--- config.mk ---
export PLATFORM = sky130hd
export DESIGN_NAME = instr_fetch_unit
export DESIGN_NICKNAME = d
export VERILOG_FILES = /design/src/rtl/instr_fetch_unit_pkg.sv /design/src/rtl/instr_fetch_unit_ret_stack.sv /design/src/rtl/instr_fetch_unit.sv
export SDC_FILE = /design/constraint.sdc
export NUM_CORES = 1
export LEC_CHECK = 0
export ABC_AREA = 1
export ABC_CLOCK_PERIOD_IN_PS = 2400
export CELL_PAD_IN_SITES_DETAIL_PLACEMENT = 0
export CELL_PAD_IN_SITES_GLOBAL_PLACEMENT = 2
export CORE_ASPECT_RATIO = 0.8
export CORE_MARGIN = 2
export CORE_UTILIZATION = 29
export CTS_CLUSTER_SIZE = 20
export DETAILED_ROUTE_END_ITERATION = 7
export PLACE_DENSITY = 0.84
export REMOVE_ABC_BUFFERS = 1
export SLEW_MARGIN = 20
export SYNTH_ARGS = -nofsm -noshare
export SYNTH_HDL_FRONTEND = slang
export SYNTH_HIERARCHICAL = 1
export SYNTH_SLANG_ARGS = --single-unit
--- constraint.sdc ---
create_clock -name clock -period 2.4 [get_ports clock]
set_input_delay 0.24 -clock clock [delete_from_list [all_inputs] [get_ports clock]]
set_output_delay 0.24 -clock clock [all_outputs]
set_load 0.03 [all_outputs]
--- src/rtl/instr_fetch_unit_pkg.sv ---
// Shared constants for the fetch unit and the control unit: opcodes,
// fetch FSM encoding, default widths and the PC command bundle.
package instr_fetch_unit_pkg;

   localparam int ADDR_W_DEF = 8;
   localparam int DATA_W_DEF = 8;

   localparam logic [7:0] OP_JMP  = 8'h81;
   localparam logic [7:0] OP_CALL = 8'h82;
   localparam logic [7:0] OP_RET  = 8'h83;

   typedef enum logic {
      IFU_IDLE = 1'b0,
      IFU_WAIT = 1'b1
   } ifu_state_t;

   // One cycle's worth of PC commands from the control unit.
   typedef struct packed {
      logic ret;
      logic call;
      logic jmp;
      logic inc;
   } pc_cmd_t;

endpackage

--- src/rtl/instr_fetch_unit_ret_stack.sv ---
// Return-address LIFO. Pure storage: the caller decides when to push/pop.
// sp runs 0..DEPTH, so it carries one bit more than the storage index.
module fetch_ret_stack
   import instr_fetch_unit_pkg::*;
#(
   parameter int WIDTH = ADDR_W_DEF,
   parameter int DEPTH = 4
) (
   input  logic             clock,
   input  logic             reset,
   input  logic             push,
   input  logic             pop,
   input  logic [WIDTH-1:0] din,
   output logic [WIDTH-1:0] dout,
   output logic             full,
   output logic             empty
);

   localparam int PTR_W = $clog2(DEPTH);
   localparam int SP_W  = PTR_W + 1;

   logic [WIDTH-1:0] mem [DEPTH];
   logic [SP_W-1:0]  sp;
   logic [PTR_W-1:0] top_idx;

   assign top_idx = sp[PTR_W-1:0] - PTR_W'(1);
   assign full    = (sp == SP_W'(DEPTH));
   assign empty   = (sp == '0);
   assign dout    = mem[top_idx];

   // Push writes at sp then increments; pop only moves sp back.
   always_ff @(posedge clock or negedge reset) begin
      if (!reset) begin
         sp <= '0;
         for (int i = 0; i < DEPTH; i++) mem[i] <= '0;
      end else if (push && !full) begin
         mem[sp[PTR_W-1:0]] <= din;
         sp <= sp + SP_W'(1);
      end else if (pop && !empty) begin
         sp <= sp - SP_W'(1);
      end
   end

endmodule

--- src/rtl/instr_fetch_unit.sv ---
// Instruction fetch unit: PC with jump/call/return, fetch FSM driving the
// program-memory read handshake, IR register and sticky stack error.
module instr_fetch_unit
   import instr_fetch_unit_pkg::*;
#(
   parameter int ADDR_W      = ADDR_W_DEF,
   parameter int DATA_W      = DATA_W_DEF,
   parameter int STACK_DEPTH = 4
) (
   input  logic              clock,
   input  logic              reset,
   input  logic              ir_load,
   input  logic              pc_load,
   input  logic              jmp_en,
   input  logic              call_en,
   input  logic              ret_en,
   input  logic [ADDR_W-1:0] jmp_target,
   output logic [DATA_W-1:0] IR,
   output logic              ir_valid,
   output logic              busy,
   output logic [ADDR_W-1:0] pc,
   output logic              mem_req,
   output logic [ADDR_W-1:0] mem_addr,
   input  logic [DATA_W-1:0] mem_rdata,
   input  logic              mem_ack,
   output logic              stack_err
);

   ifu_state_t        state, state_nxt;
   pc_cmd_t           cmd;
   logic [ADDR_W-1:0] pc_nxt, pc_inc;
   logic              push, pop, err_set;
   logic [ADDR_W-1:0] stk_dout;
   logic              stk_full, stk_empty;
   logic              start_fetch, end_fetch;

   assign cmd    = '{ret: ret_en, call: call_en, jmp: jmp_en, inc: pc_load};
   assign pc_inc = pc + ADDR_W'(1);

   // The request is a flop output: state is registered and async-reset,
   // so reset drops mem_req without waiting for an edge.
   assign busy    = (state == IFU_WAIT);
   assign mem_req = busy;

   fetch_ret_stack #(
      .WIDTH (ADDR_W),
      .DEPTH (STACK_DEPTH)
   ) u_stack (
      .clock (clock),
      .reset (reset),
      .push  (push),
      .pop   (pop),
      .din   (pc_inc),
      .dout  (stk_dout),
      .full  (stk_full),
      .empty (stk_empty)
   );

   // Fetch FSM state register.
   always_ff @(posedge clock or negedge reset) begin
      if (!reset) state <= IFU_IDLE;
      else        state <= state_nxt;
   end

   // Fetch FSM next state; ir_load during WAIT is simply not looked at.
   always_comb begin
      state_nxt   = state;
      start_fetch = 1'b0;
      end_fetch   = 1'b0;
      case (state)
         IFU_IDLE: if (ir_load) begin
            state_nxt   = IFU_WAIT;
            start_fetch = 1'b1;
         end
         IFU_WAIT: if (mem_ack) begin
            state_nxt = IFU_IDLE;
            end_fetch = 1'b1;
         end
         default: state_nxt = IFU_IDLE;
      endcase
   end

   // Address latched at request time so PC moves during WAIT can't disturb it;
   // IR/ir_valid follow the fetch lifecycle.
   always_ff @(posedge clock or negedge reset) begin
      if (!reset) begin
         mem_addr <= '0;
         IR       <= '0;
         ir_valid <= 1'b0;
      end else if (start_fetch) begin
         mem_addr <= pc;
         ir_valid <= 1'b0;
      end else if (end_fetch) begin
         IR       <= mem_rdata;
         ir_valid <= 1'b1;
      end
   end

   // PC priority mux: ret > call > jmp > inc, one winner per cycle.
   always_comb begin
      pc_nxt  = pc;
      push    = 1'b0;
      pop     = 1'b0;
      err_set = 1'b0;
      if (cmd.ret) begin
         if (stk_empty) err_set = 1'b1;
         else begin
            pop    = 1'b1;
            pc_nxt = stk_dout;
         end
      end else if (cmd.call) begin
         if (stk_full) err_set = 1'b1;
         else begin
            push   = 1'b1;
            pc_nxt = jmp_target;
         end
      end else if (cmd.jmp) begin
         pc_nxt = jmp_target;
      end else if (cmd.inc) begin
         pc_nxt = pc_inc;
      end
   end

   // PC and the sticky stack error.
   always_ff @(posedge clock or negedge reset) begin
      if (!reset) begin
         pc        <= '0;
         stack_err <= 1'b0;
      end else begin
         pc <= pc_nxt;
         if (err_set) stack_err <= 1'b1;
      end
   end

endmodule

==> reports/summary.txt, run 1 <==
Clock Latency Late Sink = 0.32 ns
TritonCTS Buffers = 9
Clk slew on worst S/H paths = 0.05 ns
Ys flop type = dfrtp_1
Fin crit period = 2.18 ns
Core ar. = 0.0104 mm2
Die area = 0.0116 mm2
Die width = 120 um
Area of the multi-input gates = 0.00131 mm2
Crit-path max FO = 5
Final Non-Filler Cells = 559
Most frequent cell after synthesis = nand2_1
R2R depth = 13
Crit start category = flop
Syn avg cell area = 8.70 um2
Antenna fix cells = 0
Longest Clk Path Bufs = 2
Post-Synthesis Cell Area = 0.00311 mm2
Critical path type = flop to flop
Reg area = 0.00155 mm2
Port bufs = 51
Max-slew violations = 0
Routability cong. = 0.753
Tot GR Track Use = 14.3%
Sum Neg Setup Slack = 0 ns
EDFF count, synth = 0
Worst R2R Start = u_stack/sp[1]$_DFFE_PN0P_
Initial antenna violation count = 0
Fraction of registers with async set or reset after synthesis = 100%
First-pass GRT wire length = 13.0 mm
Clock tree from TritonCTS = done
Nets@finish = 444
Final ANT Viol Nets = 0
Crit share post-route = 90.9%
Vias = 2517
Routed WL = 7.70 mm
WL/cell = 13.8 um
Fill count = 1078
Final Util = 38.8%
Status = completed
Area delta synth->final = 29.1%
Hold_ws = 0.435 ns
Clock skew = 0.00373 ns
Placed cell count = 542
Vias in the first global route = 2577
Share of cells above drive strength 1 = 12.2%
Register area share after synthesis = 49.8%
Post-route cell area = 0.00402 mm2
Resized cells post-CTS = 0
Reg2Reg Setup Slack = 0.22 ns
Pin count of the biggest net entering global routing = 44
Hold Path Class = input pin to asynchronous set/reset pin
Total number of yosys warnings = 6
DRC errors left = 0
RSZ-0062 raised after global routing = false
Final Setup Violations = 0
Synth top area share = 49.8%
Root buf cell = clkbuf_16
Leakage = 1.88 nW
Power per Cell Area = 1380 mW/mm2
Hpwl dp = 5.48 mm
Yosys top cell by area = dfrtp_1
Design Power = 5.54 mW
Overflow after GRT = 0
Via/cell ratio = 4.50
Area after DPL = 0.00373 mm2
Die height = 96.7 um
Synth area leaders = dfrtp_1, nand2_1, o21ai_0
Critical Path AT = 2.45 ns
Cells after Synth = 358
Worst Setup End Kind = flop
Data required time of the worst path = 2.66 ns
R2R Path End = u_stack/sp[2]$_DFFE_PN0P_
Max Fclk = 458 MHz
Top cells by count, synth = nand2_1, dfrtp_1, o21ai_0, nor2_1, inv_1
Drt pass-1 iters = 4
Max_slew headroom = 62.9%
Yosys cell types = 30
CTS Sinks = 62
Initial cell density of the core = 30.0%
Total I/O pin count = 52
Synth Register Bits = 62
Max H-tree Level = 3
Slew @ Worst Pin = 0.556 ns
Final Worst Setup Slack = 0.219 ns
Peak VDD IR = 0.000555 V
Pre-CTS setup slack = 0.240 ns
Number of cell rows = 33
Max-cap violations = 0
Iter 0 DRT Violations = 130
Hold Vio Cnt, Final = 0
-- routing by layer --
layer	global-route usage [%]	vias to the layer above	part of all wire (%)
li1	-	1270	-
met1	20.3	1178	51
met2	20.9	64	42
met3	4.95	5	6.2
met4	3.26	0	0.51
met5	0	-	0
-- how the worst max path moves through the flow --
stage | to | from | cells past startpoint | slack, ns
finish | u_stack/sp[2]$_DFFE_PN0P_ | u_stack/sp[1]$_DFFE_PN0P_ | 13 | 0.22
floorplan | u_stack/sp[2]$_DFFE_PN0P_ | u_stack/sp[0]$_DFFE_PN0P_ | 12 | -0.28
CTS | u_stack/sp[2]$_DFFE_PN0P_ | u_stack/sp[1]$_DFFE_PN0P_ | 13 | 0.20
detailed placement | u_stack/sp[2]$_DFFE_PN0P_ | u_stack/sp[1]$_DFFE_PN0P_ | 13 | 0.24
global placement | u_stack/sp[2]$_DFFE_PN0P_ | u_stack/sp[1]$_DFFE_PN0P_ | 13 | 0.31
global route | u_stack/sp[2]$_DFFE_PN0P_ | u_stack/sp[1]$_DFFE_PN0P_ | 13 | 0.02
-- critical path: stages, from the launching register on --
cell,delay [ns]
dfrtp_1,0.43
inv_1,0.11
ha_1,0.20
nand2_1,0.12
inv_1,0.07
nor3_1,0.16
buf_4,0.15
nand2_4,0.08
fa_1,0.40
inv_1,0.09
nand2_1,0.05
o21ai_0,0.14
nand2_1,0.07
nand2_1,0.05
-- registers in the layout, summed over array words and instances (netlist names) --
signal / flops
u_stack/mem: 32
busy: 1
pc: 8
stack_err: 1
u_stack/sp: 3
ir_valid: 1
IR: 8
mem_addr: 8
-- kinds of logic (layout without fill, tap and decap cells) --
family / after synthesis / in the layout / share of synthesized area, %
and+or+nand+nor: 154 / 154 / 21.1
DFF: 62 / 62 / 49.8
AOI/OAI and AO/OA: 79 / 79 / 14.3
xor gates and xnor gates: 4 / 4 / 1.12
buffers and inverters: 45 / 106 / 8.08
adders and majority gates: 6 / 6 / 2.65
muxes: 8 / 8 / 2.89
-- final cells by class --
class                           instances  share of cell area, %
Multi-Input combinational cell        251                   32.6
Clock inverter                          5                   1.24
Clock buffer                           11                   5.79
Sequential cell                        62                   38.6
Inverter                               32                   3.17
Timing Repair Buffer                   58                   14.3
Tap cell                              140                   4.36
-- cell usage in the layout (no fill, tap or decap), types with 2 or more instances in the layout --
cell and count:
xor2_1 4, o22ai_1 8, nand3_1 9, nand2_1 98, ha_1 5, clkbuf_16 9, o21ai_0 37, a21oi_1 5
dfrtp_1 62, clkbuf_1 2, nor2_2 4, o21ai_1 20, clkinv_2 4, clkdlybuf4s50_1 50, o21ai_2 7, mux2_2 8
nand2_4 6, buf_4 5, and2_1 3, inv_1 29, nor2_1 31
-- timing repair --
item | in CTS | in global routing
hold endpoints to repair | 19 | 0
buffers inserted | 0 | 0
hold buffers | 1 | 0
-- power breakdown --
part	total (mW)	internal (mW)	switching (mW)	leakage, nW
logic	2.52	0.954	1.56	0.970
clock network	1.25	0.796	0.452	0.143
registers	1.78	1.48	0.293	0.766
total	5.54	3.23	2.31	1.88
Power figures use the tool's default switching activity.
==> inputs of run 2 (changes only) <==
--- a/config.mk
+++ b/config.mk
@@ -7,6 +7,7 @@
 export LEC_CHECK = 0
 export ABC_AREA = 1
 export ABC_CLOCK_PERIOD_IN_PS = 2400
+export CAP_MARGIN = 0
 export CELL_PAD_IN_SITES_DETAIL_PLACEMENT = 0
 export CELL_PAD_IN_SITES_GLOBAL_PLACEMENT = 2
 export CORE_ASPECT_RATIO = 0.8
==> results of run 2 <==
The final DEF is identical to that of run 1; final timing and power are the same.
